--- src/rtl/speck_block_cipher_param_if.sv ---
// Host-side bundle for the SPECK engine: key load, start/done handshake and data.
interface speck_block_cipher_param_if #(
    parameter int WORD      = 32,
    parameter int KEY_WORDS = 4
);
    logic                      key_load;
    logic [WORD*KEY_WORDS-1:0] key;
    logic                      key_ready;
    logic                      start;
    logic                      mode;
    logic [2*WORD-1:0]         din;
    logic                      busy;
    logic                      done;
    logic [2*WORD-1:0]         dout;

    modport master (
        output key_load, key, start, mode, din,
        input  key_ready, busy, done, dout
    );

    modport slave (
        input  key_load, key, start, mode, din,
        output key_ready, busy, done, dout
    );
endinterface

--- src/rtl/speck_block_cipher_param.sv ---
// Iterative SPECK encrypt/decrypt core with on-chip key expansion.
// One round (or one key-schedule step) per clock.
module speck_block_cipher_param #(
    parameter int WORD      = 32,
    parameter int KEY_WORDS = 4,
    parameter int ROUNDS    = 27,
    parameter int ALPHA     = 8,
    parameter int BETA      = 3
) (
    input logic                     clk,
    input logic                     reset,
    speck_block_cipher_param_if.slave bus
);
    localparam int CW = (ROUNDS > 2) ? $clog2(ROUNDS) : 1;
    localparam int LW = KEY_WORDS - 1;
    localparam logic [CW-1:0] LAST_ENC = CW'(ROUNDS - 1);
    localparam logic [CW-1:0] LAST_EXP = CW'(ROUNDS - 2);

    typedef enum logic [1:0] {IDLE, EXPAND, RUN, FINISH} state_t;

    state_t r_state;
    state_t w_next;

    logic [WORD-1:0]   r_x;
    logic [WORD-1:0]   r_y;
    logic [WORD-1:0]   r_rkc;
    logic [2*WORD-1:0] r_dout;
    logic [WORD-1:0]   r_l [LW];
    logic [WORD-1:0]   r_rk [ROUNDS];
    logic [CW-1:0]     r_cnt;
    logic              r_mode;
    logic              r_key_ready;
    logic              r_done;

    logic            w_accept;
    logic            w_key_acc;
    logic            w_start_acc;
    logic            w_exp_last;
    logic            w_run_last;
    logic            w_busy;
    logic [CW-1:0]   w_term;
    logic [CW-1:0]   w_cnt_inc;
    logic [WORD-1:0] w_k;
    logic [WORD-1:0] w_l_new;
    logic [WORD-1:0] w_rk_new;
    logic [WORD-1:0] w_ex;
    logic [WORD-1:0] w_ey;
    logic [WORD-1:0] w_dx;
    logic [WORD-1:0] w_dy;

    function automatic logic [WORD-1:0] ror(input logic [WORD-1:0] v, input int s);
        return (v >> s) | (v << (WORD - s));
    endfunction

    function automatic logic [WORD-1:0] rol(input logic [WORD-1:0] v, input int s);
        return (v << s) | (v >> (WORD - s));
    endfunction

    // FINISH behaves like IDLE for new requests so back-to-back blocks chain.
    assign w_accept    = (r_state == IDLE) || (r_state == FINISH);
    assign w_key_acc   = w_accept && bus.key_load;
    assign w_start_acc = w_accept && bus.start && r_key_ready && !bus.key_load;

    // Shared terminal compare for both round directions.
    assign w_term     = r_mode ? '0 : LAST_ENC;
    assign w_run_last = (r_cnt == w_term);
    assign w_exp_last = (r_cnt == LAST_EXP);
    assign w_cnt_inc  = r_cnt + CW'(1);

    assign w_k      = r_rk[r_cnt];
    assign w_l_new  = (r_rkc + ror(r_l[0], ALPHA)) ^ WORD'(r_cnt);
    assign w_rk_new = rol(r_rkc, BETA) ^ w_l_new;
    assign w_ex     = (ror(r_x, ALPHA) + r_y) ^ w_k;
    assign w_ey     = rol(r_y, BETA) ^ w_ex;
    assign w_dy     = ror(r_x ^ r_y, BETA);
    assign w_dx     = rol((r_x ^ w_k) - w_dy, ALPHA);

    always_ff @(posedge clk or posedge reset) begin
        if (reset) begin
            r_state <= IDLE;
        end else begin
            r_state <= w_next;
        end
    end

    always_comb begin
        w_next = r_state;
        unique case (r_state)
            IDLE, FINISH: begin
                if (w_key_acc) begin
                    w_next = EXPAND;
                end else if (w_start_acc) begin
                    w_next = RUN;
                end else begin
                    w_next = IDLE;
                end
            end
            EXPAND: if (w_exp_last) w_next = IDLE;
            RUN:    if (w_run_last) w_next = FINISH;
            default: w_next = IDLE;
        endcase
    end

    always_comb begin
        w_busy = (r_state == EXPAND) || (r_state == RUN);
    end

    assign bus.busy      = w_busy;
    assign bus.key_ready = r_key_ready;
    assign bus.done      = r_done;
    assign bus.dout      = r_dout;

    always_ff @(posedge clk or posedge reset) begin
        if (reset) begin
            r_x         <= '0;
            r_y         <= '0;
            r_rkc       <= '0;
            r_dout      <= '0;
            r_cnt       <= '0;
            r_mode      <= 1'b0;
            r_key_ready <= 1'b0;
            r_done      <= 1'b0;
            for (int j = 0; j < LW; j++) r_l[j] <= '0;
        end else begin
            r_done <= 1'b0;
            if (r_state == FINISH) begin
                r_dout <= {r_x, r_y};
                r_done <= 1'b1;
            end
            if (w_key_acc) begin
                r_key_ready <= 1'b0;
                r_rkc       <= bus.key[WORD-1:0];
                r_cnt       <= '0;
                for (int j = 0; j < LW; j++) begin
                    r_l[j] <= bus.key[WORD*(j+1) +: WORD];
                end
            end else if (w_start_acc) begin
                r_x    <= bus.din[2*WORD-1:WORD];
                r_y    <= bus.din[WORD-1:0];
                r_mode <= bus.mode;
                r_cnt  <= bus.mode ? LAST_ENC : '0;
            end
            if (r_state == EXPAND) begin
                r_rkc <= w_rk_new;
                for (int j = 0; j < LW - 1; j++) r_l[j] <= r_l[j+1];
                r_l[LW-1] <= w_l_new;
                if (w_exp_last) begin
                    r_cnt       <= '0;
                    r_key_ready <= 1'b1;
                end else begin
                    r_cnt <= w_cnt_inc;
                end
            end
            if (r_state == RUN) begin
                r_x <= r_mode ? w_dx : w_ex;
                r_y <= r_mode ? w_dy : w_ey;
                if (!w_run_last) begin
                    r_cnt <= r_mode ? (r_cnt - CW'(1)) : w_cnt_inc;
                end
            end
        end
    end

    // Key file carries no reset; key_ready guards its validity.
    always_ff @(posedge clk) begin
        if (w_key_acc) begin
            r_rk[0] <= bus.key[WORD-1:0];
        end else if (r_state == EXPAND) begin
            r_rk[w_cnt_inc] <= w_rk_new;
        end
    end
endmodule

--- src/flat_wrapper.sv ---
// flat-port wrapper written by rule: the top's interface ports become plain ports
module speck_block_cipher_param_flat 
#(
    parameter int WORD      = 32,
    parameter int KEY_WORDS = 4,
    parameter int ROUNDS    = 27,
    parameter int ALPHA     = 8,
    parameter int BETA      = 3
)
  (clk, reset, bus_key_load, bus_key, bus_start, bus_mode, bus_din, bus_key_ready, bus_busy, bus_done, bus_dout);
  speck_block_cipher_param_if #(.WORD(WORD), .KEY_WORDS(KEY_WORDS)) bus_i ();
  input logic clk;
  input logic reset;
  input wire logic [$bits(bus_i.key_load)-1:0] bus_key_load;
  input wire logic [$bits(bus_i.key)-1:0] bus_key;
  input wire logic [$bits(bus_i.start)-1:0] bus_start;
  input wire logic [$bits(bus_i.mode)-1:0] bus_mode;
  input wire logic [$bits(bus_i.din)-1:0] bus_din;
  output wire logic [$bits(bus_i.key_ready)-1:0] bus_key_ready;
  output wire logic [$bits(bus_i.busy)-1:0] bus_busy;
  output wire logic [$bits(bus_i.done)-1:0] bus_done;
  output wire logic [$bits(bus_i.dout)-1:0] bus_dout;
  assign bus_i.key_load = bus_key_load;
  assign bus_i.key = bus_key;
  assign bus_i.start = bus_start;
  assign bus_i.mode = bus_mode;
  assign bus_i.din = bus_din;
  assign bus_key_ready = bus_i.key_ready;
  assign bus_busy = bus_i.busy;
  assign bus_done = bus_i.done;
  assign bus_dout = bus_i.dout;
  speck_block_cipher_param #(.WORD(WORD), .KEY_WORDS(KEY_WORDS), .ROUNDS(ROUNDS), .ALPHA(ALPHA), .BETA(BETA)) u_core (.clk(clk), .reset(reset), .bus(bus_i));
endmodule
--- config.mk ---
export PLATFORM = sky130hd
export DESIGN_NAME = speck_block_cipher_param_flat
export DESIGN_NICKNAME = d
export VERILOG_FILES = /design/src/rtl/speck_block_cipher_param_if.sv /design/src/rtl/speck_block_cipher_param.sv /design/src/flat_wrapper.sv
export SDC_FILE = /design/constraint.sdc
export NUM_CORES = 2
export LEC_CHECK = 0
export ABC_AREA = 1
export CORE_ASPECT_RATIO = 0.8
export CORE_MARGIN = 5
export CORE_UTILIZATION = 40
export CTS_CLUSTER_DIAMETER = 40
export DETAILED_ROUTE_END_ITERATION = 7
export PLACE_DENSITY = 0.68
export SLEW_MARGIN = 20
export SYNTH_ARGS = -nofsm -noshare
export SYNTH_HDL_FRONTEND = slang
export SYNTH_SLANG_ARGS = --single-unit
--- constraint.sdc ---
create_clock -name clk -period 11 [get_ports clk]
set_input_delay 1.1 -clock clk [delete_from_list [all_inputs] [get_ports clk]]
set_output_delay 1.1 -clock clk [all_outputs]
set_load 0.01 [all_outputs]
==> results.yml <==
cts:
  htreeDepth: 3
  cts_tree: "built"
  clock_path_buffers: 3
  clkSinkCount: 1130
  cts-buffers-inserted: 121
  cts_root_buf: "clkbuf_16"
  cts.clk_slew.worst_paths_ps: 60
  cts_setup_buffers: 0
  clock_latency_ps: 760
  postCtsHoldBufs: 0
  cts_resized: 0
timing:
  whs_ps: 499
  worstMarginPinSlew_ps: 1190
  slew_viol_final: 0
  rsz0062_at_grt: "false"
  fmax_ghz: 0.162
  final.min_clock_period_ps: 6190
  max-slew-margin-rel_pct: 19.5
  hold_violations: 0
  finalCritPeriodShare_pct: 56.3
  finClkSkew_ps: 51.9
  setup_viol: 0
  finalSetupTns_ps: 0
yosys:
  synthAdderAreaFrac_pct: 2.37
  synthMuxAreaShare_pct: 0.305
  synthesis.nets: 6237
  ys_types: 49
  syn-cell-area_mm2: 0.0553
  synth_area_leaders: "edfxtp_1, dfrtp_1, nand2_1"
  synth-edff-count: 864
  yosysMostFrequentCell: "nand2_1"
  ys_seq_elements: 1130
  yosys_warnings: 0
  yosys_most_used_dff: "edfxtp_1"
  synth-xor-area-share_pct: 1.74
  avgSynthCellArea_um2: 9.32
  yosys.area.top_type: "edfxtp_1"
  synth_top_area_share_pct: 46.9
  synth_commonest_cells: "nand2_1, nor2_1, edfxtp_1"
  synth_cells: 5937
  synth_top_family_by_area: "simple AND/OR/NAND/NOR gates"
  synthSimpleGateAreaFrac_pct: 21.1
  synth_compound_area_share_pct: 9.77
  ys_async_sr_fraction_pct: 23.5
  synth_seq_area_share_pct: 58.9
finish:
  n_fill_cell: 12800
  final_cells: 8088
  drive_gt1_share_pct: 6.44
  seq_area_mm2: 0.0326
  multi_input_area_mm2: 0.0200
  areaGrowthSynthToFinish_pct: 16.0
  fin_nets: 6421
  design_area_mm2: 0.0641
grt:
  antenna_found_initial: 11
  grt_start_max_net_pins: 212
  grt_pass1_vias: 41800
  overflow: 0
  grt_pass1_wl_um: 280000
  grt_util_all_layers_pct: 25.7
floorplanning:
  dieHeight_um: 343
  io_pins: 264
  initial_utilization_pct: 40.1
  row_count: 122
  fp.dieW_um: 426
  core_mm2: 0.138
  die-area_mm2: 0.146
setup_path:
  worstSetupPathType: "flop to flop"
  crit_arrival_ps: 6760
  critical_path_required_ps: 11570
  max_stage_delay_ps: 820
  cp-end-kind: "flop"
  crit_fanout: 211
  crit_top_cell: "nand3_1"
  slowest_stage: "dfrtp_4"
  start_kind: "flop"
  cp_cell_sequence: "buf_12 -> buf_12 -> o21ai_0 -> o22ai_1 -> a21oi_1 -> nand3_1 -> nand2_1 -> xor2_1 -> ha_1 -> nand2_1 -> nor2_1 -> inv_1 -> nor3_1 -> nand3_1 -> nand3_1 -> nand3_1 -> nand3_1 -> a22oi_1"
hold_path:
  hp-class: "flop to flop"
drt:
  wl_per_cell_um: 23.9
  antenna_left: 0
  drt_iter0_drc: 5719
  routed_wl_um: 193000
  vias: 44800
  drt-pass1-iter-count: 6
  vias_per_cell: 5.54
  drc: 0
placed_design:
  place_hpwl_um: 128000
  portBuffers: 263
  placedCellCount: 7858
  place_congestion: 0.990
  place_area_mm2: 0.0598
job:
  max_cap_viol_count: 0
outcome:
  status: "completed"
[flip-flops by register name, indices dropped and copies added (netlist names), 2 cells and up]
register / flops
u_core.r_l: 96
u_core.r_cnt: 5
u_core.r_rkc: 32
u_core.r_x: 32
u_core.bus.dout: 64
u_core.r_y: 32
u_core.r_state: 2
u_core.r_rk: 864
[cells in the final DEF, fill, tap and decap left out, types with 15 or more instances in the layout]
| cell type | count |
|---|---|
| a21oi_1 | 236 |
| edfxtp_1 | 864 |
| inv_2 | 17 |
| o211ai_1 | 105 |
| nand4_1 | 27 |
| ha_1 | 97 |
| o21ai_0 | 439 |
| clkinv_2 | 15 |
| dfrtp_1 | 260 |
| nand3_1 | 517 |
| mux2_2 | 15 |
| nor2_1 | 841 |
| o22ai_1 | 45 |
| inv_6 | 17 |
| clkdlybuf4s50_1 | 263 |
| inv_1 | 421 |
| clkinv_1 | 18 |
| nand2_1 | 1383 |
| o21ai_1 | 48 |
| a31oi_1 | 35 |
| clkbuf_16 | 125 |
| xnor2_1 | 45 |
| nor2_4 | 29 |
| buf_4 | 79 |
| nor3_1 | 23 |
| xor2_1 | 63 |
[kinds of logic after synthesis]
logic type                 count (synthesis)
and+or+nand+nor                         2872
DFF                                     1130
AOI/OAI and AO/OA                        978
buffers and inverters                    730
xor gates and xnor gates                 109
adders and majority gates                103
muxes                                     15
[path summary, 6_finish.rpt]
path                                       startpoint                        endpoint  slack [ps]  cells after the start
setup / recovery            u_core.r_cnt[0]$_DFF_PP0_       u_core.r_x[3]$_DFFE_PP0P_        4810                     18
hold / removal             u_core.r_l[19]$_DFFE_PP0P_      u_core.r_l[19]$_DFFE_PP0P_         500                      2
setup reg to reg            u_core.r_cnt[0]$_DFF_PP0_       u_core.r_x[3]$_DFFE_PP0P_        4810                     18
hold reg to reg            u_core.r_l[19]$_DFFE_PP0P_      u_core.r_l[19]$_DFFE_PP0P_         500                      2
max in group asynchronous                       reset      u_core.r_y[28]$_DFFE_PP0P_        8680                      3
min in group asynchronous                       reset  u_core.bus.key_ready$_DFF_PP0_         920                      2
[worst max-delay path, delay by kind of cell (launching register included)]
kind / cells / cell delay [ps]
and+or+nand+nor: 9 / 1920
buffers and inverters: 3 / 1480
DFF: 1 / 820
AOI/OAI and AO/OA: 4 / 630
adders and majority gates: 1 / 440
xor gates and xnor gates: 1 / 250
[cell type report]
| class | instances | area share (%) |
|---|---|---|
| well taps | 1860 | 3.63 |
| diodes | 4 | 0.0156 |
| flip-flops and latches | 1130 | 50.8 |
| multi-input cells | 4077 | 31.1 |
| repair buffers | 346 | 5.15 |
| clock buffers | 139 | 5.01 |
| clock inverters | 87 | 1.58 |
| inverters | 445 | 2.65 |
[per-stage QoR]
stage                     setup slack, ps  util (%)
after global placement               5020      43.4
after CTS                            4930      46.5
after global routing                 4440      46.5
after detailed placement             5000      43.4
final                                4810      46.5
after floorplan                      2570         -
[metal layers]
layer	global-route usage, %	wire length (um)	vias up
met2	38.8	85400	2177
met5	0	23	-
met4	7.33	5810	4
met1	37.8	83200	21800
li1	-	-	20500
met3	5.08	19000	305
Power is left out: the tool's default activity adds up to more than one toggle a clock period on the data nets, which glitch-free logic cannot reach.
